### src/rtl/mem_arb_pkg.sv
// Shared types and constants for the I/D-cache memory port arbiter.
package mem_arb_pkg;

    localparam int unsigned ADDR_W = 28;
    localparam int unsigned DATA_W = 128;

    typedef enum logic [1:0] {
        IDLE   = 2'b00,
        BUSY_I = 2'b01,
        BUSY_D = 2'b10
    } state_e;

    localparam logic [1:0] GNT_NONE = 2'b00;
    localparam logic [1:0] GNT_I    = 2'b01;
    localparam logic [1:0] GNT_D    = 2'b10;

    typedef struct packed {
        logic              read;
        logic              write;
        logic [ADDR_W-1:0] addr;
        logic [DATA_W-1:0] wdata;
    } mem_req_t;

endpackage

### src/rtl/mem_arb_pick.sv
// Combinational 2-way request picker; ARB_RR_EN selects round-robin,
// otherwise fixed priority with the D-cache winning ties.
module mem_arb_pick
    import mem_arb_pkg::*;
(
    input  logic       i_req_i,
    input  logic       d_req_i,
`ifdef ARB_RR_EN
    input  logic       last_d_i,
`endif
    output logic [1:0] grant_o
);

    always_comb begin
        grant_o = GNT_NONE;
        if (i_req_i && d_req_i) begin
`ifdef ARB_RR_EN
            grant_o = last_d_i ? GNT_I : GNT_D;
`else
            grant_o = GNT_D;
`endif
        end else if (d_req_i) begin
            grant_o = GNT_D;
        end else if (i_req_i) begin
            grant_o = GNT_I;
        end
    end

endmodule

### src/rtl/mem_arbiter.sv
// Shares one block memory port between I-cache and D-cache; one transaction
// at a time. Define ARB_RR_EN for round-robin arbitration on ties.
module mem_arbiter
    import mem_arb_pkg::*;
(
    input  logic              clk,
    input  logic              rst_n,
    input  logic              i_mem_read,
    input  logic              i_mem_write,
    input  logic [ADDR_W-1:0] i_mem_addr,
    input  logic [DATA_W-1:0] i_mem_wdata,
    output logic [DATA_W-1:0] i_mem_rdata,
    output logic              i_mem_ready,
    input  logic              d_mem_read,
    input  logic              d_mem_write,
    input  logic [ADDR_W-1:0] d_mem_addr,
    input  logic [DATA_W-1:0] d_mem_wdata,
    output logic [DATA_W-1:0] d_mem_rdata,
    output logic              d_mem_ready,
    output logic              mem_read,
    output logic              mem_write,
    output logic [ADDR_W-1:0] mem_addr,
    output logic [DATA_W-1:0] mem_wdata,
    input  logic [DATA_W-1:0] mem_rdata,
    input  logic              mem_ready,
    output logic [1:0]        grant
);

    state_e     state_q, state_d;
    mem_req_t   req_q, req_d;
    logic [1:0] grant_q, grant_d;
    logic [1:0] pick_c;
    mem_req_t   i_req_c, d_req_c;

`ifdef ARB_RR_EN
    logic last_d_q, last_d_d;
`endif

    mem_arb_pick u_pick (
        .i_req_i  (i_mem_read | i_mem_write),
        .d_req_i  (d_mem_read | d_mem_write),
`ifdef ARB_RR_EN
        .last_d_i (last_d_q),
`endif
        .grant_o  (pick_c)
    );

    // An illegal read+write request is forwarded as a write only.
    always_comb begin
        i_req_c = '{read: i_mem_read & ~i_mem_write, write: i_mem_write,
                    addr: i_mem_addr, wdata: i_mem_wdata};
        d_req_c = '{read: d_mem_read & ~d_mem_write, write: d_mem_write,
                    addr: d_mem_addr, wdata: d_mem_wdata};
    end

    always_ff @(posedge clk or negedge rst_n) begin
        if (!rst_n) begin
            state_q <= IDLE;
        end else begin
            state_q <= state_d;
        end
    end

    always_comb begin
        state_d = state_q;
        case (state_q)
            IDLE: begin
                if (pick_c == GNT_I) begin
                    state_d = BUSY_I;
                end else if (pick_c == GNT_D) begin
                    state_d = BUSY_D;
                end
            end
            BUSY_I, BUSY_D: begin
                if (mem_ready) begin
                    state_d = IDLE;
                end
            end
            default: state_d = IDLE;
        endcase
    end

    // Output register next values: load winner in IDLE, clear on completion.
    always_comb begin
        req_d   = req_q;
        grant_d = grant_q;
`ifdef ARB_RR_EN
        last_d_d = last_d_q;
`endif
        case (state_q)
            IDLE: begin
                grant_d = pick_c;
                req_d   = '0;
                if (pick_c == GNT_I) begin
                    req_d = i_req_c;
`ifdef ARB_RR_EN
                    last_d_d = 1'b0;
`endif
                end else if (pick_c == GNT_D) begin
                    req_d = d_req_c;
`ifdef ARB_RR_EN
                    last_d_d = 1'b1;
`endif
                end
            end
            default: begin
                if (mem_ready) begin
                    req_d   = '0;
                    grant_d = GNT_NONE;
                end
            end
        endcase
    end

    always_ff @(posedge clk or negedge rst_n) begin
        if (!rst_n) begin
            req_q   <= '0;
            grant_q <= GNT_NONE;
`ifdef ARB_RR_EN
            last_d_q <= 1'b0;
`endif
        end else begin
            req_q   <= req_d;
            grant_q <= grant_d;
`ifdef ARB_RR_EN
            last_d_q <= last_d_d;
`endif
        end
    end

    assign mem_read  = req_q.read;
    assign mem_write = req_q.write;
    assign mem_addr  = req_q.addr;
    assign mem_wdata = req_q.wdata;
    assign grant     = grant_q;

    // Completion and read data reach only the port that owns the memory.
    assign i_mem_ready = (state_q == BUSY_I) & mem_ready;
    assign d_mem_ready = (state_q == BUSY_D) & mem_ready;
    assign i_mem_rdata = (state_q == BUSY_I) ? mem_rdata : '0;
    assign d_mem_rdata = (state_q == BUSY_D) ? mem_rdata : '0;

endmodule

### config.mk
export PLATFORM = sky130hd
export DESIGN_NAME = mem_arbiter
export DESIGN_NICKNAME = d
export VERILOG_FILES = /design/src/rtl/mem_arb_pkg.sv /design/src/rtl/mem_arb_pick.sv /design/src/rtl/mem_arbiter.sv
export SDC_FILE = /design/constraint.sdc
export NUM_CORES = 1
export LEC_CHECK = 0
export CAP_MARGIN = 20
export CELL_PAD_IN_SITES_DETAIL_PLACEMENT = 0
export CELL_PAD_IN_SITES_GLOBAL_PLACEMENT = 2
export CORE_AREA = 5 5 330 332
export CTS_CLUSTER_DIAMETER = 60
export DETAILED_ROUTE_END_ITERATION = 10
export DIE_AREA = 0 0 335 337
export PLACE_DENSITY = 0.59
export SYNTH_ARGS = -nofsm -noshare
export SYNTH_HDL_FRONTEND = slang
export SYNTH_HIERARCHICAL = 1
export SYNTH_SLANG_ARGS = --single-unit
### constraint.sdc
create_clock -name clk -period 2.2 [get_ports clk]
set_input_delay 0.66 -clock clk [delete_from_list [all_inputs] [get_ports clk]]
set_output_delay 0.66 -clock clk [all_outputs]
set_load 0.02 [all_outputs]
# Word level (Yosys, flattened, before mapping)

Index checks and enable logic that the tools add are counted.

Register bits: 162
Latch bits: 0
Memory bits (writable): 0
Memory bits (read-only): 0
Input port bits: 447
Output and inout port bits: 418
Logic and storage cells: 39
Memories: 0

$add $sub $neg: 0
$mul: 0
Divide/modulo/power cells: 0
Order comparisons: 0
Equality and inequality tests: 6
Shift-type cells: 0
Muxes and demuxes: 14
Bitwise operators: 8
Reductions and logical operators: 5

Operators with widths:

| operator           | count |
|---|---|
| $mux 158           | 4 |
| $mux 128           | 2 |
| $mux 2             | 6 |
| $and 1x1->1        | 4 |
| $eq 2x1->1 const B | 2 |
| $eq 2x2->1 const B | 2 |
| $pmux 2 s2         | 1 |
| $ne 3x3->1 const B | 1 |
| $logic_not 2->1    | 1 |
| $ne 2x2->1 const B | 1 |
| $not 1->1          | 2 |
| $or 1x1->1         | 2 |
| $reduce_and 2->1   | 1 |
| $reduce_bool 2->1  | 1 |
| $reduce_or 2->1    | 1 |
| $logic_and 1x1->1  | 1 |
| $mux 1             | 1 |

# Longest topological paths before layout

Depth in word-level cells: 8
Gate-level depth with buffers: 10
Depth with buffers taken out: 7

# Cells and area by module

The synthesis kept the hierarchy.

By module, submodules not included:

| module       | instances | cells an instance | area an instance (um^2) | seq. area each (um^2) |
|---|---|---|---|---|
| mem_arbiter  | 1         | 1,020             | 9,805.7                 | 4,053.9 |
| mem_arb_pick | 1         | 2                 | 10.0                    | 0.0 |

# Worst setup path before layout

Ideal clock, no wire load.

Path kind: input to register
From: input port d_mem_write
To: register req_q, in the netlist mem_wdata[10]
Library setup time: 0.124 ns
Data arrival time: 2.249 ns
Data required time: 2.076 ns
Path slack: -0.173 ns
Stages: 10
Cells stage by stage: or2_2 nor2b_1 inv_1 ha_1 and3b_1 buf_6 buf_6 buf_6 a221oi_2 nor2_1

Longest elaborated chain between the ends: 7
Elaborated cells on any way between the ends: 9
Classes of those cells: 2 x eq/ne; 5 x mux; 1 x bitwise; 1 x reduce/logical

RTL lines:

| element                                     | line                                   | text |
|---|---|---|
| start: declaration                          | mem_arbiter.sv:15                      | `input logic d_mem_write,` |
| $or 1x1->1 *                                | mem_arbiter.sv:41                      | `.d_req_i (d_mem_read \| d_mem_write),` |
| $mux 2 or $logic_and 1x1->1 (tied branches) | mem_arb_pick.sv:22, mem_arb_pick.sv:16 |  |
| $mux 2 *                                    | mem_arb_pick.sv:16                     | `if (i_req_i && d_req_i) begin` |
| named net pick_c[0]                         | mem_arbiter.sv:32                      | `logic [1:0] pick_c;` |
| $eq 2x2->1                                  | mem_arbiter.sv:99                      | `end else if (pick_c == GNT_D) begin` |
| $mux 158                                    | mem_arbiter.sv:99                      |  |
| $mux 158 *                                  | mem_arbiter.sv:94                      | `if (pick_c == GNT_I) begin` |
| $mux 158 *                                  | mem_arbiter.sv:90                      | `case (state_q)` |
| end signal: assignment                      | mem_arbiter.sv:123                     | `req_q <= req_d;` |
| end: declaration                            | mem_arbiter.sv:30                      | `mem_req_t req_q, req_d;` |

Mark *: on every way through the listed nets, which the timed path passes. The rest lies on a longest branch.
A chain may end at the register's enable or synchronous reset.

# Worst setup path in the final report

From: register state_q[1]
To: output port d_mem_rdata[127]

Longest elaborated chain between the ends: 2

RTL lines:

| element                  | line               | text |
|---|---|---|
| start: declaration       | mem_arbiter.sv:29  | `state_e state_q, state_d;` |
| start signal: assignment | mem_arbiter.sv:60  | `state_q <= state_d;` |
| $eq 2x2->1               | mem_arbiter.sv:141 | `assign d_mem_rdata = (state_q == BUSY_D) ? mem_rdata : '0;` |
| $mux 128                 | mem_arbiter.sv:141 |  |
| end: declaration         | mem_arbiter.sv:18  | `output logic [DATA_W-1:0] d_mem_rdata,` |

No other way between the ends.

==> results.cfg <==
[place]
gp_congestion = 0.8802
portBuffers = 864
place_area_sq_um = 20680
dpl.hpwl_microns = 70810

[pwr]
cell_internal_pwr_mw = 12.59
leakage_nw = 10.70
pwr-share-seq = 0.219
ir_drop_mv = 0.6121
powerDensity_nw_per_um2 = 1017
swShare = 0.4504
fin_total_pwr_mw = 22.92
clkPwrFrac = 0.135
combPwrFrac = 0.646
p_switching_mw = 10.32

[drt]
drtIter0Drc = 433
viasPerCell = 3.474
first_pass_iters = 4
postRouteAntennaNets = 0
drc = 0
wl_microns = 88960
vias = 11710
wl_per_cell_microns = 26.40

[worst_setup_path]
cp_common_cell = buf_6
crit_path_top_delay_cell = dfrtp_1
arrival_ns = 1.91
path_cells = buf_6 -> ha_4 -> buf_12 -> bufbuf_16 -> and2_4 -> buf_6
crit_required_ns = 1.54
critPathMaxFanout = 5
crit_type = reg -> out
cp_slowest_stage_delay_ns = 0.41
worstSetupStartpointType = register
endpoint_kind = output port
r2r_cells = 10

[clock_tree]
cts-root-buf = clkbuf_16
cts_buffers = 17
clock_latency_ns = 0.50
cts_num_sinks = 162
cts.path.max_buffers = 2
cts_tree = yes
cts_max_level = 4
clkTransAtPathRegs_ns = 0.09
hold_buffers = 0

[floorplanning]
dieArea_sq_um = 112900
coreArea_sq_um = 106000
initial_core_util = 0.09260
ios = 865
dieHeight_microns = 337
rows = 120
die_w_microns = 335

[global_route]
grt_antenna_before_repair = 71
grtUsageTotal = 0.1463
grt_pass1_wl_microns = 113300
grt_overflow_total = 0
grt_pass1_vias = 12640
grt_max_degree = 56

[timing]
rsz0062_at_grt = yes
fmax_ghz = 0.3898
slew_headroom = 0.5907
fin_crit_sh = 1.166
timing_worst_slew_pin_value_ns = 0.6140
fin_skew_ns = 0.02589
finalHoldViolCount = 0
setup_viol = 258
worst_slack_ns = -0.3657
maxSlewViolCount = 0
timing.hold.ws_ns = 0.1872
min_period_ns = 2.566

[cells_and_area]
postLayoutCellArea_sq_um = 22530
area_growth_pct = 129.5
fin_nets = 2380
layout-drive-gt1-share = 0.3706
n_fill_cell = 11750

[synthesis]
ys_warn_count = 6
syn_inst = 1022
synth_ff_type = dfrtp_1
yosysTopAreaCell = dfrtp_1
synth_edf_count = 0
async_reset_ff_frac = 1.000
yosys-top-cells-count = nor2_1, and2_1, dfrtp_1
ys_top_cells_by_area = dfrtp_1, a221oi_2, and2_1, nor2_1, a221oi_1
yosysSeqAreaShare = 0.4130
synth.avg_cell_area_sq_um = 9.604
yosysUniqueCellTypes = 24
syn-num-nets = 1474
synth_seq_cells = 162
synth_most_common_cell = nor2_1
syn_area_sq_um = 9816
synth_top_area_share = 0.4130

[hold_path]
hold_path.class = in -> async

[outcome]
violations = setup timing
status = finished with violations

[flow_run]
maxCapViolCount = 0
## flip-flops by register name, indices dropped and copies added, names as in the netlist
signal / flops
grant: 2
mem_addr: 28
mem_read: 1
mem_wdata: 128
mem_write: 1
state_q: 2
## path summary, 6_finish.rpt
check	start	to	slack, ns
max	state_q[1]$_DFFE_PN0P_	d_mem_rdata[127]	-0.37
min	rst_n	mem_wdata[80]$_DFFE_PN0P_	0.19
max reg2reg	state_q[0]$_DFFE_PN0P_	mem_wdata[32]$_DFFE_PN0P_	0.10
min reg2reg	mem_wdata[120]$_DFFE_PN0P_	mem_wdata[120]$_DFFE_PN0P_	0.49
max in group asynchronous	rst_n	mem_wdata[1]$_DFFE_PN0P_	1.41
min in group clk	d_mem_read	mem_read$_DFFE_PN0P_	0.45
## cell families after synthesis
family,share of synthesized area
adders and majority gates,0.006373
buffers and inverters,0.06539
AOI/OAI and AO/OA,0.2214
DFF,0.4130
and+or+nand+nor,0.2938
## per-layer routing
layer,GRT usage,share of wire,vias to the layer above
li1,-,-,5362
met3,0.07093,0.10,153
met1,0.1476,0.36,5578
met2,0.2636,0.51,571
met5,0,0.0034,-
met4,0.05045,0.034,44
## layout by cell type (no fill, tap or decap), types with 2 or more instances in the layout
cell             instances
a221oi_1                34
a221oi_2               122
a22o_1                   3
and2_1                 106
and2_4                 153
buf_12                  43
buf_16                  11
buf_2                   84
buf_4                   96
buf_6                  150
clkbuf_1                 2
clkbuf_16               28
clkbuf_2                 2
clkbuf_8                 2
clkdlybuf4s50_1        487
clkinv_2                 3
clkinvlp_4               3
dfrtp_1                162
diode_2                 27
dlymetal6s2s_1         101
ha_4                     4
inv_2                    3
inv_6                    2
nand3b_1                 2
nor2_1                 315
o21ai_0                  2
or2_4                    2
## what timing repair did
| item | in CTS | in global routing |
|---|---|---|
| gates cloned | 14 | 13 |
| setup buffers | 8 | 5 |
| setup endpoints to repair | 513 | 516 |
| resized for setup | 1233 | 345 |
| pin swaps | 2 | 7 |
## worst max-delay path, delay by kind of cell, from the launching register on
family	cells	cell delay, ns
adder cells (fa/ha/maj)	1	0.18
buffers and inverters	4	0.67
AND/OR/NAND/NOR	1	0.13
flip-flops	1	0.41
## area by class of cell
class	count	area, sq um	share of cell area
inverters	4	15.01	0.0006665
flip-flops and latches	162	4054	0.1800
multi-input cells	755	5604	0.2488
well taps	1403	1755	0.07793
diodes	27	67.56	0.002999
clock inverters	11	105.1	0.004666
repair buffers	988	10480	0.4652
clock buffers	20	446.7	0.01983
## power groups by stage
stage / Combinational [mW] / Sequential [mW] / Clock, mW
floorplan: 4.90 / 6.54 / 0
global placement: 14.3 / 5.10 / 0
detailed placement: 14.3 / 5.13 / 0
CTS: 14.8 / 5.10 / 3.29
global route: 15.8 / 5.21 / 3.37
finish: 14.8 / 5.03 / 3.09
## per-stage QoR
stage	setup slack (ns)	utilization	cells	TNS (ns)
6_report	-0.3657	0.2125	3370	-69.56
5_1_grt	-0.4570	0.2122	3355	-95.38
4_1_cts	-0.4488	0.2005	3329	-116.30
3_5_place_dp	-0.7884	0.1951	3276	-193.09
3_3_place_gp	-0.7952	0.1951	3276	-191.29
2_1_floorplan	-0.05340	-	1022	-4.983
Note: power is estimated with default switching activity, not from simulation.
